## config.mk

```make
export PLATFORM = sky130hd
export DESIGN_NAME = tt_serial_addsub
export DESIGN_NICKNAME = d
export VERILOG_FILES = /design/src/rtl/tt_addsub_pkg.sv /design/src/rtl/fa_cell.sv /design/src/rtl/tt_serial_addsub.sv
export SDC_FILE = /design/constraint.sdc
export NUM_CORES = 1
export LEC_CHECK = 0
export ABC_AREA = 1
export CELL_PAD_IN_SITES_DETAIL_PLACEMENT = 2
export CELL_PAD_IN_SITES_GLOBAL_PLACEMENT = 2
export CORE_MARGIN = 2
export CORE_UTILIZATION = 37
export DETAILED_ROUTE_END_ITERATION = 8
export DONT_BUFFER_PORTS = 1
export GPL_TIMING_DRIVEN = 0
export PLACE_DENSITY = 0.79
export SYNTH_ARGS = -nofsm -noshare
export SYNTH_HDL_FRONTEND = slang
export SYNTH_HIERARCHICAL = 1
export SYNTH_SLANG_ARGS = --single-unit
```

## constraint.sdc

```tcl
create_clock -name clk -period 1.91 [get_ports clk]
set_clock_uncertainty 0.15 [all_clocks]
set_input_delay 0.0955 -clock clk [delete_from_list [all_inputs] [get_ports clk]]
set_output_delay 0.0955 -clock clk [all_outputs]
set_load 0.02 [all_outputs]
```

## src/rtl/tt_addsub_pkg.sv

```systemverilog
// Shared types for the bit-serial adder/subtractor.
package tt_addsub_pkg;

    localparam logic [1:0] ST_IDLE = 2'd0;
    localparam logic [1:0] ST_RUN  = 2'd1;
    localparam logic [1:0] ST_DONE = 2'd2;

    typedef enum logic [1:0] {
        StIdle = ST_IDLE,
        StRun  = ST_RUN,
        StDone = ST_DONE
    } state_e;

endpackage

```

## src/rtl/fa_cell.sv

```systemverilog
// 1-bit full adder built from the classic nine-NAND network.
module fa_cell (
    input  logic a,
    input  logic b,
    input  logic cin,
    output logic s,
    output logic cout
);

    logic n1, n2, n3, x1, n4, n5, n6;

    // Purely combinational NAND network: s = a^b^cin, cout = maj(a,b,cin).
    always_comb begin
        n1   = ~(a & b);
        n2   = ~(a & n1);
        n3   = ~(b & n1);
        x1   = ~(n2 & n3);
        n4   = ~(x1 & cin);
        n5   = ~(x1 & n4);
        n6   = ~(cin & n4);
        s    = ~(n5 & n6);
        cout = ~(n1 & n4);
    end

endmodule

```

## src/rtl/tt_serial_addsub.sv

```systemverilog
// Bit-serial adder/subtractor: one full-adder cell reused LSB-first, one bit per clock.
module tt_serial_addsub
    import tt_addsub_pkg::*;
#(
    parameter int unsigned WIDTH = 8
) (
    input  logic             clk,
    input  logic             rst_n,
    input  logic             start,
    input  logic             op_sub,
    input  logic [WIDTH-1:0] a,
    input  logic [WIDTH-1:0] b,
    output logic             busy,
    output logic             done,
    output logic [WIDTH-1:0] sum,
    output logic             carry_out,
    output logic             overflow
);

    localparam int unsigned CNT_W = $clog2(WIDTH + 1);
    localparam logic [CNT_W-1:0] CntLast = CNT_W'(WIDTH - 1);

    state_e           state_q, state_d;
    logic [WIDTH-1:0] sh_a_q, sh_a_d;
    logic [WIDTH-1:0] sh_b_q, sh_b_d;
    logic [WIDTH-1:0] res_q, res_d;
    logic [WIDTH-1:0] sum_q, sum_d;
    logic [CNT_W-1:0] cnt_q, cnt_d;
    logic             carry_q, carry_d;
    logic             cout_q, cout_d;
    logic             ovf_q, ovf_d;
    logic             busy_q, done_q;
    logic             fa_s, fa_c;

    fa_cell u_fa (
        .a    (sh_a_q[0]),
        .b    (sh_b_q[0]),
        .cin  (carry_q),
        .s    (fa_s),
        .cout (fa_c)
    );

    // Next-state logic: load on accepted start, shift one bit per RUN cycle, publish on last bit.
    always_comb begin
        state_d = state_q;
        sh_a_d  = sh_a_q;
        sh_b_d  = sh_b_q;
        res_d   = res_q;
        sum_d   = sum_q;
        cnt_d   = cnt_q;
        carry_d = carry_q;
        cout_d  = cout_q;
        ovf_d   = ovf_q;

        case (state_q)
            StIdle, StDone: begin
                state_d = StIdle;
                if (start) begin
                    // Subtraction as a + ~b + 1: invert b, seed the carry with 1.
                    state_d = StRun;
                    sh_a_d  = a;
                    sh_b_d  = op_sub ? ~b : b;
                    carry_d = op_sub;
                    cnt_d   = '0;
                    res_d   = '0;
                end
            end
            StRun: begin
                res_d   = {fa_s, res_q[WIDTH-1:1]};
                sh_a_d  = sh_a_q >> 1;
                sh_b_d  = sh_b_q >> 1;
                carry_d = fa_c;
                if (cnt_q == CntLast) begin
                    // carry_q here is the carry into the MSB.
                    state_d = StDone;
                    sum_d   = {fa_s, res_q[WIDTH-1:1]};
                    cout_d  = fa_c;
                    ovf_d   = fa_c ^ carry_q;
                end else begin
                    cnt_d = cnt_q + CNT_W'(1);
                end
            end
            default: state_d = StIdle;
        endcase
    end

    // State and datapath registers; async reset clears everything and aborts any run.
    always_ff @(posedge clk or negedge rst_n) begin
        if (!rst_n) begin
            state_q <= StIdle;
            sh_a_q  <= '0;
            sh_b_q  <= '0;
            res_q   <= '0;
            sum_q   <= '0;
            cnt_q   <= '0;
            carry_q <= 1'b0;
            cout_q  <= 1'b0;
            ovf_q   <= 1'b0;
            busy_q  <= 1'b0;
            done_q  <= 1'b0;
        end else begin
            state_q <= state_d;
            sh_a_q  <= sh_a_d;
            sh_b_q  <= sh_b_d;
            res_q   <= res_d;
            sum_q   <= sum_d;
            cnt_q   <= cnt_d;
            carry_q <= carry_d;
            cout_q  <= cout_d;
            ovf_q   <= ovf_d;
            busy_q  <= (state_d == StRun);
            done_q  <= (state_d == StDone);
        end
    end

    // Outputs come straight from registers.
    always_comb begin
        busy      = busy_q;
        done      = done_q;
        sum       = sum_q;
        carry_out = cout_q;
        overflow  = ovf_q;
    end

endmodule

```

# --- Word level (Yosys, flattened, before mapping) ---
# Cells that the tools add are included.
word_totals:
  regBits: 43
  output_inout_bits: 12
  inputBits: 20
  word_cells: 60
classes:
  bitwise: 20
  addsub: 1
  reduce_logical: 6
  n_eq_ne: 7
  mux: 15
op_table:
  columns: ["operator", "n"]
  rows:
  - ["$pmux W8 S2", 3]
  - ["$mux W8", 4]
  - ["$and A1 B1 Y1", 9]
  - ["$not A1 Y1", 9]
  - ["$mux W4", 2]
  - ["$not A8 Y8", 1]
  - ["$pmux W4 S2", 1]
  - ["$add A4 B1 Y4 const B", 1]
  - ["$eq A2 B1 Y1 const B", 2]
  - ["$eq A2 B2 Y1 const B", 2]
  - ["$eq A4 B3 Y1 const B", 1]
  - ["$ne A2 B2 Y1 const B", 2]
  - ["$pmux W2 S2", 1]
  - ["$reduce_and A2 Y1", 2]
  - ["$reduce_and A3 Y1", 1]
  - ["$logic_not A2 Y1", 1]
  - ["$mux W1", 2]
  - ["$mux W2", 1]
  - ["$pmux W1 S2", 1]
  - ["$reduce_bool A2 Y1", 1]
  - ["$reduce_or A2 Y1", 1]
  - ["$xor A1 B1 Y1", 1]

# --- Longest topological paths before layout ---
# Gate-level depths: netlist of run 1.
logic_depth:
  depth_word: 13
  mapped_depth: 7
  ltp_nobuf: 7

# --- Hierarchy ---
# The synthesis of run 1 kept the hierarchy.
by_module_without_submodules:
  columns: ["module", "area_each_um2", "seq_area_each_um2", "instances", "cells_per_inst"]
  rows:
  - ["tt_serial_addsub", 1863.0, 1051.0, 1, 205]
  - ["fa_cell", 20.0, 0.0, 1, 1]

# --- Least setup slack after synthesis of run 1 ---
# Ideal clock, no wire load.
synth_path:
  path_kind: "register to register"
  from: "register sh_a_q[0]"
  to: "register ovf_q, in the netlist overflow"
  path_buffers: 0
  required_time_ns: 1.638
  synth_period_minus_slack_ns: 1.364
  t_arrival_ns: 1.092
  path_stages_with_launch: 4
  path_slack_ns: 0.546
  setup_ns: 0.122
  path_cell_list: "dfrtp_1 > fa_1 > xnor2_1 > o21ai_2"
synth_via:
  elab_chain_cells: 11
  word_cells_on_any_way: 13
  classes_between: "bitwise: 13"
synth_lines:
  columns: ["element", "line_no", "text"]
  rows:
  - ["start, declared", "tt_serial_addsub.sv:24", "logic [WIDTH-1:0] sh_a_q, sh_a_d;"]
  - ["start signal, assigned", "tt_serial_addsub.sv:91", "sh_a_q <= '0;"]
  - ["start signal, assigned", "tt_serial_addsub.sv:103", "sh_a_q <= sh_a_d;"]
  - ["$and A1 B1 Y1", "fa_cell.sv:14", "n1 = ~(a & b);"]
  - ["$not A1 Y1", "fa_cell.sv:14", null]
  - ["$and A1 B1 Y1 (on tied branches)", "fa_cell.sv:15, fa_cell.sv:16", null]
  - ["$not A1 Y1 (on tied branches)", "fa_cell.sv:15, fa_cell.sv:16", null]
  - ["$and A1 B1 Y1", "fa_cell.sv:17", "x1 = ~(n2 & n3);"]
  - ["$not A1 Y1", "fa_cell.sv:17", null]
  - ["$and A1 B1 Y1", "fa_cell.sv:18", "n4 = ~(x1 & cin);"]
  - ["$not A1 Y1", "fa_cell.sv:18", null]
  - ["$and A1 B1 Y1 (*)", "fa_cell.sv:22", "cout = ~(n1 & n4);"]
  - ["$not A1 Y1 (*)", "fa_cell.sv:22", null]
  - ["net fa_c", "tt_serial_addsub.sv:33", "logic fa_s, fa_c;"]
  - ["$xor A1 B1 Y1 (*)", "tt_serial_addsub.sv:78", "ovf_d = fa_c ^ carry_q;"]
  - ["end signal, assigned", "tt_serial_addsub.sv:110", "ovf_q <= ovf_d;"]
  - ["end, declared", "tt_serial_addsub.sv:31", "logic ovf_q, ovf_d;"]
# Mark *: on every way through the listed nets, which the timed path passes. The rest lies on a longest branch.
# A chain may end at the register's enable or synchronous reset.

# --- Worst setup path in the final report of run 1 ---
layout_path:
  from: "register state_q[0]"
  to: "register sh_b_q[2]"
layout_via:
  elab_chain_cells: 4
  word_cells_on_any_way: 8
  classes_between: "eq/ne: 3; mux: 1; reduce/logical: 4"
layout_lines:
  columns: ["element", "line_no", "text"]
  rows:
  - ["start, declared", "tt_serial_addsub.sv:23", "state_e state_q, state_d;"]
  - ["start signal, assigned", "tt_serial_addsub.sv:90", "state_q <= StIdle;"]
  - ["start signal, assigned", "tt_serial_addsub.sv:102", "state_q <= state_d;"]
  - ["$eq A2 B2 Y1 / $logic_not A2 Y1 (equally long branches)", "tt_serial_addsub.sv:55", "case (state_q)"]
  - ["$reduce_or A2 Y1", "tt_serial_addsub.sv:55", null]
  - ["$ne A2 B2 Y1 (no source line) / $reduce_bool A2 Y1 (equally long branches)", null, null]
  - ["$reduce_and A2 Y1 (no source line)", null, null]
  - ["end signal, assigned", "tt_serial_addsub.sv:92", "sh_b_q <= '0;"]
  - ["end signal, assigned", "tt_serial_addsub.sv:104", "sh_b_q <= sh_b_d;"]
  - ["end, declared", "tt_serial_addsub.sv:25", "logic [WIDTH-1:0] sh_b_q, sh_b_d;"]
# Several ways; a longest one is shown, not always the timed one.

==> results of run 1 <==
## layout by cell type, fill, tap and decap left out, types with 2 or more instances in the layout
master	count
sky130_fd_sc_hd__or2_2	5
sky130_fd_sc_hd__o22ai_1	7
sky130_fd_sc_hd__nand2_2	3
sky130_fd_sc_hd__clkbuf_1	2
sky130_fd_sc_hd__dfrtp_1	41
sky130_fd_sc_hd__buf_4	7
sky130_fd_sc_hd__xor2_1	2
sky130_fd_sc_hd__inv_2	2
sky130_fd_sc_hd__dlygate4sd3_1	24
sky130_fd_sc_hd__nand2_1	69
sky130_fd_sc_hd__nor2_1	3
sky130_fd_sc_hd__nand3_1	32
sky130_fd_sc_hd__xnor2_1	2
sky130_fd_sc_hd__buf_2	3
sky130_fd_sc_hd__o21ai_2	9
sky130_fd_sc_hd__inv_1	15
sky130_fd_sc_hd__clkbuf_8	5
sky130_fd_sc_hd__buf_6	3
## metal layers
metal | GRT usage [%] | vias up
li1 | - | 730
met2 | 38.6 | 45
met5 | 0 | -
met3 | 4.76 | 9
met1 | 26.8 | 812
met4 | 6.43 | 0
## power by group through the flow
stage / logic [uW] / registers, uW / clock network [uW]
after floorplan: 1010 / 1610 / 0
after global placement: 1200 / 1660 / 0
after detailed placement: 1300 / 1680 / 0
after CTS: 1420 / 1670 / 555
after global routing: 1810 / 1750 / 599
final: 1600 / 1700 / 540
## logic make-up (layout without fill, tap and decap cells)
family                     after synthesis  count (layout)  synth area share [%]
and+or+nand+nor                        116             116                  27.2
adders and majority gates                2               2                  1.73
DFF                                     42              42                  55.8
buffers and inverters                   25              62                  6.58
xor gates and xnor gates                 4               4                  1.86
AOI/OAI and AO/OA                       17              17                  6.78
## through the flow
step | TNS [ns] | instances
3_3_place_gp | 0 | 273
2_1_floorplan | 0 | 206
5_1_grt | -0.0210 | 310
6_report | 0 | 310
3_5_place_dp | 0 | 273
4_1_cts | 0 | 305
## flip-flops by register name, indices dropped and copies added (netlist names)
register   flops
state_q        2
done           1
busy           1
sh_b_q         8
sum            8
res_q          7
overflow       1
carry_out      1
sh_a_q         8
carry_q        1
cnt_q          4
## worst min-delay path by stage
stage	slack (ns)	end	start
floorplan	-0.35	busy	rst_n
global placement	-0.35	done	rst_n
detailed placement	-0.35	done	rst_n
CTS	0.04	carry_q	op_sub
global route	0.11	carry_q	op_sub
finish	0.1	sh_a_q[7]	start
## layout make-up
type                       instances  area [um2]  area share, %
sequential                        42        1050           44.8
multi-input combinational        139         711           30.3
timing repair buffer              30         298           12.7
tap                               67        83.8           3.57
clock buffer                       7        76.3           3.25
buffer                             8        63.8           2.72
inverter                          17        63.8           2.72
## what timing repair did
action,in CTS,in global routing
endpoints found under the setup margin,0,5
setup buffers,0,5
hold endpoints to repair,58,0
resized for setup,0,3
hold buffers,25,0
## worst max-delay path, delay by kind of cell, from the launching register on
family / cells / cell delay, ns
flops: 1 / 0.42
buf+inv: 3 / 0.83
simple gates: 3 / 0.38
==> impl_table.tex, run 1 <==
\begin{tabular}{lr}
\hline
Metric & Value \\
\hline
\multicolumn{2}{l}{\textbf{Outcome}} \\
Outcome & complete, no violations \\
\multicolumn{2}{l}{\textbf{Route}} \\
Routed met2 length & 3050 um \\
Drt wl/cell & 18.2 um \\
Top routing layer in use & met4 \\
Met1 Wirelength & 2280 um \\
Post-detailed-routing wire length & between 5000 and 6000 um \\
Per-cell via count in the routed design & between 5 and 6 \\
Met3 routed WL & 214 um \\
Initial DRC Count & 63 \\
DRT antenna net count & 0 \\
Overall via count from detail\_route & 1596 \\
Number of iterations in the first detailed-routing pass & 4 \\
DRC viols & 0 \\
\multicolumn{2}{l}{\textbf{Synthesis}} \\
List of most frequent post-synthesis cells & sky130\_fd\_sc\_hd\_\_nand2\_1 (69), sky130\_fd\_sc\_hd\_\_dfrtp\_1 (42), sky130\_fd\_sc\_hd\_\_nand3\_1 (32) \\
Cell type with the highest aggregate area in the netlist & sky130\_fd\_sc\_hd\_\_dfrtp\_1 \\
Async set-or-reset flop fraction in the synthesized netlist & 100\% \\
Count of flip-flops with a built-in enable after synthesis & 0 \\
Top-count cell post-synth & sky130\_fd\_sc\_hd\_\_nand2\_1 \\
Seq/Total Area, Yosys & 55.8\% \\
Post-synthesis instance total & 206 \\
Post-Synthesis Mean Instance Area & 9.14 um2 \\
Ys flop type & sky130\_fd\_sc\_hd\_\_dfrtp\_1 \\
Main area contributors after synthesis & sky130\_fd\_sc\_hd\_\_dfrtp\_1 (56\%), sky130\_fd\_sc\_hd\_\_nand2\_1 (14\%), sky130\_fd\_sc\_hd\_\_nand3\_1 (8.5\%) \\
Post-synth top area share & 55.8\% \\
Cell area after synthesis & 1880 um2 \\
Count of synthesis-stage warnings from yosys & 6 \\
Flip-flop and latch count after synthesis & 42 \\
Mapped Nets & approximately 230 \\
Number of library cell types mapped by synthesis & 21 \\
\multicolumn{2}{l}{\textbf{Power and ir drop}} \\
Total Power Consumption & around 3800 uW \\
Switching power & 1660 uW \\
Proportion of total power due to net switching & approximately 43\% \\
Largest vdd supply drop & 0.571 mV \\
Register share of total power & between 40\% and 50\% \\
Portion of total power attributed to combinational logic & 41.7\% \\
Share of total power in the clock network & 14.1\% \\
Pwr dens & between 1500 and 2000 nW/um2 \\
Total internal power & 2180 uW \\
Cell leakage power & 0.00114 uW \\
\multicolumn{2}{l}{\textbf{Finish}} \\
Ant diodes & 0 \\
Filler cell count & 535 \\
Final core utilization & 48.8\% \\
Area delta synth->final & 24.7\% \\
Proportion of layout cells with a drive suffix above 1 & 17.3\% \\
Post-route cell area & 2350 um2 \\
Fin nets & 265 \\
\multicolumn{2}{l}{\textbf{Critical path}} \\
Setup Crit Path Kind & reg2reg \\
Critical Path End Type & register \\
Worst R2R End & sh\_b\_q[2] \\
Required arrival time at the worst endpoint & 1.99 ns \\
Critical path startpoint category & register \\
Worst Reg2Reg Path Length in Cells & 6 \\
Startpoint of the worst-slack reg-to-reg timing path & state\_q[0] \\
Worst-case register-to-register setup slack & 0.07 ns \\
Worst setup path endpoint & sh\_b\_q[2] \\
First element of the critical path & state\_q[0] \\
Arrival time at the worst endpoint & approximately 1.9 ns \\
Cell Chain, Critical Path & inv\_2 > nor2\_4 > buf\_6 > nand2\_1 > nand3\_1 > dlygate4sd3\_1 \\
Worst Path Max Fanout & 10 \\
Stage delay of the slowest cell on the critical path & 0.57 ns \\
Highest-delay cell along the critical path & sky130\_fd\_sc\_hd\_\_dlygate4sd3\_1 \\
\multicolumn{2}{l}{\textbf{Die}} \\
Core Region & $\sim$4800 um2 \\
Die Outline Area & roughly 5700 um2 \\
Floorplan die height & 75.3 um \\
Number of cell rows & 25 \\
Die Span X & 75.3 um \\
Initial cell density of the core & between 30\% and 40\% \\
I/O pin count & 32 \\
\multicolumn{2}{l}{\textbf{Timing}} \\
Max-slew headroom & between 70 and 80\% \\
Minimum period implied by the final worst setup slack & 1.84 ns \\
Worst-Margin Slew & 0.334 ns \\
Fin crit share & 96.6\% \\
Final-report hold violation count & 0 \\
Worst hold margin & 0.0984 ns \\
Number of endpoints failing setup at the final stage & 0 \\
Achievable frequency & $\sim$0.54 GHz \\
Worst Slack Setup Final & 0.0654 ns \\
Fin. max-slew vios & 0 \\
\multicolumn{2}{l}{\textbf{Global route}} \\
Total routing usage reported by global routing & 21.9\% \\
Overflow left after global routing & 0 \\
Initial antenna violation count & 0 \\
Vias in the first global route & between 1500 and 2000 \\
Pin count of the biggest net entering global routing & 43 \\
First-pass GRT wire length & 9090 um \\
\multicolumn{2}{l}{\textbf{Clocking}} \\
Clock tree from TritonCTS & built \\
Number of buffers inserted during clock tree synthesis & 5 \\
Clock root buffer master & sky130\_fd\_sc\_hd\_\_clkbuf\_8 \\
Clock network latency to the later pin of the worst-skew pair & 0.29 ns \\
Clk pin slew, worst setup/hold paths & 0.08 ns \\
Total number of H-tree levels & 2 \\
Clock sink count & 42 \\
Clock Tree Buf Depth & 2 \\
\multicolumn{2}{l}{\textbf{Place}} \\
Area of placed instances & 1970 um2 \\
Count of buffers from port buffering & 0 \\
Detailed Place HPWL & 3200 um \\
Worst slack, placed & 0.402 ns \\
Final Wtd Congestion & 0.716 \\
\multicolumn{2}{l}{\textbf{Flow run}} \\
Max-capacitance violation count & 0 \\
\multicolumn{2}{l}{\textbf{Worst hold path}} \\
Cell depth of the worst min-delay path & 5 \\
Class of the tightest hold or removal check & in2reg \\
\hline
\end{tabular}
Note: power is estimated with default switching activity, not from simulation.
==> run 2, diff against run 1 <==
- CORE_ASPECT_RATIO: default -> 0.75
- MAX_ROUTING_LAYER: default -> met4
- SLEW_MARGIN: default -> 10
==> impl_table.tex, run 2 (synthesized netlist as in run 1, its figures left out) <==
\begin{tabular}{lr}
\hline
Metric & Value \\
\hline
\multicolumn{2}{l}{\textbf{Finish}} \\
Non-filler cells, final & 299 \\
Commonest non-fill, non-tap cell in the layout & sky130\_fd\_sc\_hd\_\_nand2\_1 \\
Proportion of layout cells with a drive suffix above 1 & between 10\% and 20\% \\
Ant diodes & 0 \\
Top library cells by usage in the layout, fill and taps aside & sky130\_fd\_sc\_hd\_\_nand2\_1 (69), sky130\_fd\_sc\_hd\_\_dfrtp\_1 (42), sky130\_fd\_sc\_hd\_\_nand3\_1 (32) \\
Filler cell count & 543 \\
Area occupied by registers & $\sim$1100 um2 \\
Combined area of the multi-input logic cells & 711 um2 \\
Fin nets & 260 \\
Area delta synth->final & 25.2\% \\
\multicolumn{2}{l}{\textbf{Worst hold path}} \\
Cell depth of the worst min-delay path & 3 \\
Hold path startpoint & op\_sub \\
Class of the tightest hold or removal check & in2reg \\
Worst Hold Path EP & carry\_q \\
\multicolumn{2}{l}{\textbf{Clocking}} \\
Clk pin slew, worst setup/hold paths & approximately 0.08 ns \\
Total number of H-tree levels & 2 \\
Clock Tree Buf Depth & 2 \\
Number of buffers inserted during clock tree synthesis & 5 \\
Clock root buffer master & sky130\_fd\_sc\_hd\_\_clkbuf\_8 \\
Post-CTS setup buffer count & 0 \\
Clock sink count & 42 \\
Clock network latency to the later pin of the worst-skew pair & 0.30 ns \\
Clock tree from TritonCTS & built \\
\multicolumn{2}{l}{\textbf{Global route}} \\
Initial antenna violation count & 0 \\
Overflow left after global routing & 0 \\
Met3 global-route usage & 4.62\% \\
First-pass GRT wire length & 9060 um \\
Met2 track demand over resource & 38.5\% \\
Vias in the first global route & roughly 1700 \\
GRT met1 Usage & 26.3\% \\
Total routing usage reported by global routing & 21.9\% \\
Most heavily used metal layer in global routing & met2 \\
Pin count of the biggest net entering global routing & 43 \\
\multicolumn{2}{l}{\textbf{Timing}} \\
Fin. max-slew vios & 0 \\
Final-report hold violation count & 0 \\
Summed negative setup slack over all endpoints & 0 ns \\
Achievable frequency & $\sim$0.56 GHz \\
Minimum period implied by the final worst setup slack & 1.77 ns \\
Worst Slack Setup Final & 0.138 ns \\
Max-slew headroom & 75.4\% \\
Fin crit share & 92.7\% \\
Number of endpoints failing setup at the final stage & 0 \\
Worst-Margin Slew & 0.368 ns \\
Unrepaired setup endpoints after global routing & no \\
\multicolumn{2}{l}{\textbf{Power and ir drop}} \\
Switching power & 1620 uW \\
Cell leakage power & 0.00114 uW \\
Largest vdd supply drop & 0.565 mV \\
Share of total power in the clock network & 21.4\% \\
Pwr dens & 1680 nW/um2 \\
Register share of total power & 42.4\% \\
Total Power Consumption & 3960 uW \\
Portion of total power attributed to combinational logic & roughly 36\% \\
Total internal power & 2340 uW \\
Proportion of total power due to net switching & between 40\% and 50\% \\
\multicolumn{2}{l}{\textbf{Die}} \\
Number of cell rows & 22 \\
Initial cell density of the core & 38.4\% \\
Die Outline Area & 5680 um2 \\
Core Region & 4900 um2 \\
Floorplan die height & 65.8 um \\
Die Span X & 86.4 um \\
I/O pin count & 32 \\
\multicolumn{2}{l}{\textbf{Critical path}} \\
Worst Reg2Reg Path Length in Cells & 4 \\
Highest-delay cell along the critical path & sky130\_fd\_sc\_hd\_\_dlygate4sd3\_1 \\
Worst R2R End & sh\_b\_q[4] \\
Most prevalent standard cell on the critical path & sky130\_fd\_sc\_hd\_\_nand3\_1 \\
CP top delay family & buffers and inverters \\
Critical path startpoint category & register \\
Worst Path Max Fanout & 6 \\
Worst-case register-to-register setup slack & 0.14 ns \\
Cell Chain, Critical Path & nor2\_2 > nand3\_1 > dlygate4sd3\_1 > nand3\_1 \\
Arrival time at the worst endpoint & 1.85 ns \\
Bufs and invs on worst path & 1 \\
Required arrival time at the worst endpoint & around 2.0 ns \\
Startpoint of the worst-slack reg-to-reg timing path & state\_q[0] \\
Setup Crit Path Kind & reg2reg \\
Critical Path End Type & register \\
Stage delay of the slowest cell on the critical path & 0.58 ns \\
\multicolumn{2}{l}{\textbf{Place}} \\
Final Wtd Congestion & 0.763 \\
Detailed Place HPWL & 3450 um \\
Post-placement cell count & 266 \\
Worst slack, placed & 0.387 ns \\
Count of buffers from port buffering & 0 \\
\multicolumn{2}{l}{\textbf{Route}} \\
Post-detailed-routing wire length & around 5500 um \\
Initial DRC Count & 102 \\
Number of iterations in the first detailed-routing pass & 4 \\
DRT antenna net count & 0 \\
Drt wl/cell & 18.4 um \\
DRC viols & 0 \\
Overall via count from detail\_route & 1524 \\
Per-cell via count in the routed design & $\sim$5.1 \\
\multicolumn{2}{l}{\textbf{Flow run}} \\
Max-capacitance violation count & 0 \\
\multicolumn{2}{l}{\textbf{Outcome}} \\
Outcome & complete, no violations \\
\hline
\end{tabular}
==> run 2: cell count changes in the layout (fill, tap and decap cells not counted) <==
cell                        delta
sky130_fd_sc_hd__buf_4         -4
sky130_fd_sc_hd__buf_6         -1
sky130_fd_sc_hd__bufinv_16     +2
sky130_fd_sc_hd__clkbuf_1      -2
sky130_fd_sc_hd__clkinv_4      +1
sky130_fd_sc_hd__dfrtp_1       +1
sky130_fd_sc_hd__dfrtp_2       -1
==> run 2: layer usage <==
metal  up-vias  wire length, um
li1        724                -
met5         -                0
met1       775             2470
met2        21             2840
met4         0               34
met3         4              143
==> run 2: power by group through the flow <==
stage | logic [uW] | clock network (uW) | registers, uW
2_1_floorplan | 1010 | 0 | 1610
3_3_place_gp | 1210 | 0 | 1660
3_5_place_dp | 1330 | 0 | 1690
4_1_cts | 1420 | 868 | 1680
5_1_grt | 1620 | 903 | 1740
6_report | 1430 | 847 | 1680
==> run 2: area by class of cell <==
class / count / area share, %
sequential: 42 / 44.6
tap: 60 / 3.18
timing repair buffer: 25 / 11.0
clock inverter: 3 / 2.92
buffer: 8 / 2.55
inverter: 17 / 2.71
clock buffer: 5 / 2.92
multi-input combinational: 139 / 30.1
==> run 2: metrics by stage <==
step,cell area (um2),utilization (%),hold slack [ns]
after floorplan,1880,-,-0.350
after global placement,1960,40.0,-0.349
after detailed placement,1960,40.0,-0.349
after CTS,2350,47.9,0.0230
after global routing,2360,48.1,0.0805
final,2360,48.1,0.0618
==> run 2: what timing repair did <==
item,4_1_cts,5_1_grt
setup endpoints to repair,0,4
resized for setup,0,1
hold endpoints to repair,58,1
hold buffers,24,1
==> run 2: worst max-delay path by stage <==
| stage | to | slack (ns) | startpoint | cells after the start |
|---|---|---|---|---|
| 4_1_cts | sh_b_q[1] | 0.05 | state_q[0] | 4 |
| 2_1_floorplan | overflow | 0.55 | sh_a_q[0] | 3 |
| 5_1_grt | sh_b_q[1] | 0.08 | state_q[0] | 4 |
| 3_3_place_gp | sh_a_q[1] | 0.44 | state_q[0] | 4 |
| 3_5_place_dp | sh_a_q[1] | 0.39 | state_q[0] | 4 |
| 6_report | sh_b_q[4] | 0.14 | state_q[0] | 4 |
==> run 2: worst min-delay path, stage by stage <==
cell and delay, ns:
sky130_fd_sc_hd__buf_2 0.18, sky130_fd_sc_hd__nand2_1 0.10, sky130_fd_sc_hd__nand3_1 0.08
==> run 3, diff against run 2 <==
- REMOVE_ABC_BUFFERS: default -> 1
==> impl_table.tex, run 3 (synthesized netlist as in run 1, its figures left out) <==
\begin{tabular}{lr}
\hline
Metric & Value \\
\hline
\multicolumn{2}{l}{\textbf{Timing}} \\
Number of endpoints failing setup at the final stage & 0 \\
Fin. max-slew vios & 0 \\
Worst-Margin Slew & 0.650 ns \\
Fin crit share & roughly 90\% \\
Unrepaired setup endpoints after global routing & no \\
Minimum period implied by the final worst setup slack & 1.69 ns \\
Achievable frequency & roughly 0.6 GHz \\
Worst hold margin & 0.0160 ns \\
Summed negative setup slack over all endpoints & 0 ns \\
Worst Slack Setup Final & 0.224 ns \\
Max-slew headroom & 56.6\% \\
Final-report hold violation count & 0 \\
\multicolumn{2}{l}{\textbf{Route}} \\
Post-detailed-routing wire length & slightly below 5000 um \\
Drt wl/cell & 17.4 um \\
Initial DRC Count & 80 \\
DRT antenna net count & 0 \\
DRC viols & 0 \\
Number of iterations in the first detailed-routing pass & 4 \\
Per-cell via count in the routed design & 5.15 \\
Overall via count from detail\_route & roughly 1500 \\
\multicolumn{2}{l}{\textbf{Clocking}} \\
Clock root buffer master & sky130\_fd\_sc\_hd\_\_clkbuf\_8 \\
Post-CTS setup buffer count & 0 \\
Clock tree from TritonCTS & built \\
Clk pin slew, worst setup/hold paths & 0.08 ns \\
Clock sink count & between 40 and 50 \\
Number of buffers inserted during clock tree synthesis & 5 \\
Clock Tree Buf Depth & 2 \\
Clock network latency to the later pin of the worst-skew pair & about 0.30 ns \\
Total number of H-tree levels & 2 \\
\multicolumn{2}{l}{\textbf{Power and ir drop}} \\
Total internal power & between 2000 and 2500 uW \\
Pwr dens & 1630 nW/um2 \\
Register share of total power & 47.1\% \\
Switching power & approximately 1600 uW \\
Largest vdd supply drop & 0.669 mV \\
Portion of total power attributed to combinational logic & 36.0\% \\
Proportion of total power due to net switching & 43.6\% \\
Cell leakage power & 0.00108 uW \\
Share of total power in the clock network & 16.9\% \\
\multicolumn{2}{l}{\textbf{Place}} \\
Final Wtd Congestion & 0.730 \\
Detailed Place HPWL & 3170 um \\
Count of buffers from port buffering & 0 \\
Area of placed instances & 1900 um2 \\
Post-placement cell count & 258 \\
Worst slack, placed & 0.0723 ns \\
\multicolumn{2}{l}{\textbf{Worst hold path}} \\
Cell depth of the worst min-delay path & 4 \\
Class of the tightest hold or removal check & in2reg \\
Hold path startpoint & start \\
Worst Hold Path EP & sh\_a\_q[7] \\
\multicolumn{2}{l}{\textbf{Die}} \\
Die Outline Area & about 5700 um2 \\
Die Span X & 86.4 um \\
I/O pin count & 32 \\
Floorplan die height & 65.8 um \\
Number of cell rows & 22 \\
Initial cell density of the core & between 30\% and 40\% \\
Core Region & between 4000 and 5000 um2 \\
\multicolumn{2}{l}{\textbf{Critical path}} \\
Most prevalent standard cell on the critical path & sky130\_fd\_sc\_hd\_\_nand2\_1 \\
Required arrival time at the worst endpoint & $\sim$2 ns \\
Worst-case register-to-register setup slack & 0.22 ns \\
Arrival time at the worst endpoint & around 1.8 ns \\
Worst Reg2Reg Path Length in Cells & 6 \\
Highest-delay cell along the critical path & sky130\_fd\_sc\_hd\_\_dfrtp\_1 \\
CP top delay family & simple AND/OR/NAND/NOR gates \\
First element of the critical path & state\_q[0] \\
Worst Path Max Fanout & 18 \\
Worst R2R End & cnt\_q[3] \\
Cell Chain, Critical Path & inv\_2 > nor2\_4 > nand2\_1 > inv\_1 > nand2\_1 > nand2\_1 \\
Bufs and invs on worst path & 2 \\
Critical Path End Type & register \\
Stage delay of the slowest cell on the critical path & $\sim$0.41 ns \\
Startpoint of the worst-slack reg-to-reg timing path & state\_q[0] \\
Setup Crit Path Kind & reg2reg \\
Critical Path Stages & 6 \\
Critical path startpoint category & register \\
\multicolumn{2}{l}{\textbf{Global route}} \\
Total routing usage reported by global routing & 20.6\% \\
Pin count of the biggest net entering global routing & 43 \\
Vias in the first global route & about 1700 \\
Initial antenna violation count & 0 \\
Overflow left after global routing & 0 \\
First-pass GRT wire length & 8590 um \\
\multicolumn{2}{l}{\textbf{Finish}} \\
Top library cells by usage in the layout, fill and taps aside & sky130\_fd\_sc\_hd\_\_nand2\_1 (69), sky130\_fd\_sc\_hd\_\_dfrtp\_1 (42), sky130\_fd\_sc\_hd\_\_nand3\_1 (32) \\
Area delta synth->final & 16.7\% \\
Non-filler cells, final & approximately 290 \\
Proportion of layout cells with a drive suffix above 1 & around an eighth \\
Fin nets & 246 \\
Ant diodes & 0 \\
Post-route cell area & 2200 um2 \\
Filler cell count & approximately 540 \\
Commonest non-fill, non-tap cell in the layout & sky130\_fd\_sc\_hd\_\_nand2\_1 \\
\multicolumn{2}{l}{\textbf{Flow run}} \\
Max-capacitance violation count & 0 \\
\multicolumn{2}{l}{\textbf{Outcome}} \\
Outcome & complete, no violations \\
\hline
\end{tabular}
[run 3: cell types whose count changed in the layout (fill, tap and decap cells not counted), sizes merged]
cell,change
buf,-8
bufinv,-2
clkbuf,+2
dlygate4sd3,-6
[run 3: stage by stage]
| stage | power (uW) | utilization, % |
|---|---|---|
| after floorplan | 2550 | - |
| after global placement | 2780 | 38.7 |
| after detailed placement | 2940 | 38.7 |
| after CTS | 3610 | 44.7 |
| after global routing | 3900 | 44.8 |
| final | 3580 | 44.8 |
[run 3: power by group through the flow]
stage / registers, uW / logic (uW) / clock network [uW]
6_report: 1690 / 1290 / 606
5_1_grt: 1740 / 1500 / 663
4_1_cts: 1680 / 1310 / 617
3_5_place_dp: 1700 / 1240 / 0
3_3_place_gp: 1660 / 1120 / 0
2_1_floorplan: 1610 / 934 / 0
[run 3: worst reg2reg max path, delay by kind of cell, from the launching register on]
family | cells | cell delay [ns]
simple gates | 4 | 0.83
flops | 1 | 0.41
buf+inv | 2 | 0.25
[run 3: worst max-delay path by stage]
stage / endpoint / slack (ns)
finish: cnt_q[3] / 0.22
global route: cnt_q[0] / 0.11
floorplan: carry_out / 0.43
CTS: sum[3] / 0.05
detailed placement: sum[3] / 0.07
global placement: carry_out / 0.19
[run 3: per-layer routing]
| metal | GRT usage, % | part of all wire (%) | up-vias |
|---|---|---|---|
| li1 | - | - | 696 |
| met1 | 25.0 | 44 | 737 |
| met2 | 34.4 | 51 | 27 |
| met3 | 4.37 | 2.8 | 9 |
| met4 | 7.23 | 1.6 | 0 |
| met5 | - | 0 | - |
[run 3: layout make-up]
class	count	area, um2	area share (%)
multi-input combinational	139	716	32.6
clock inverter	1	5.00	0.228
timing repair buffer	19	200	9.11
inverter	17	63.8	2.90
clock buffer	7	86.3	3.93
sequential	42	1050	47.8
tap	60	75.1	3.42
[run 3: timing repair]
action / CTS / global route
setup endpoints to repair: 0 / 7
gates resized for setup: 0 / 2
hold buffers: 19 / 0
hold endpoints to repair: 59 / 0
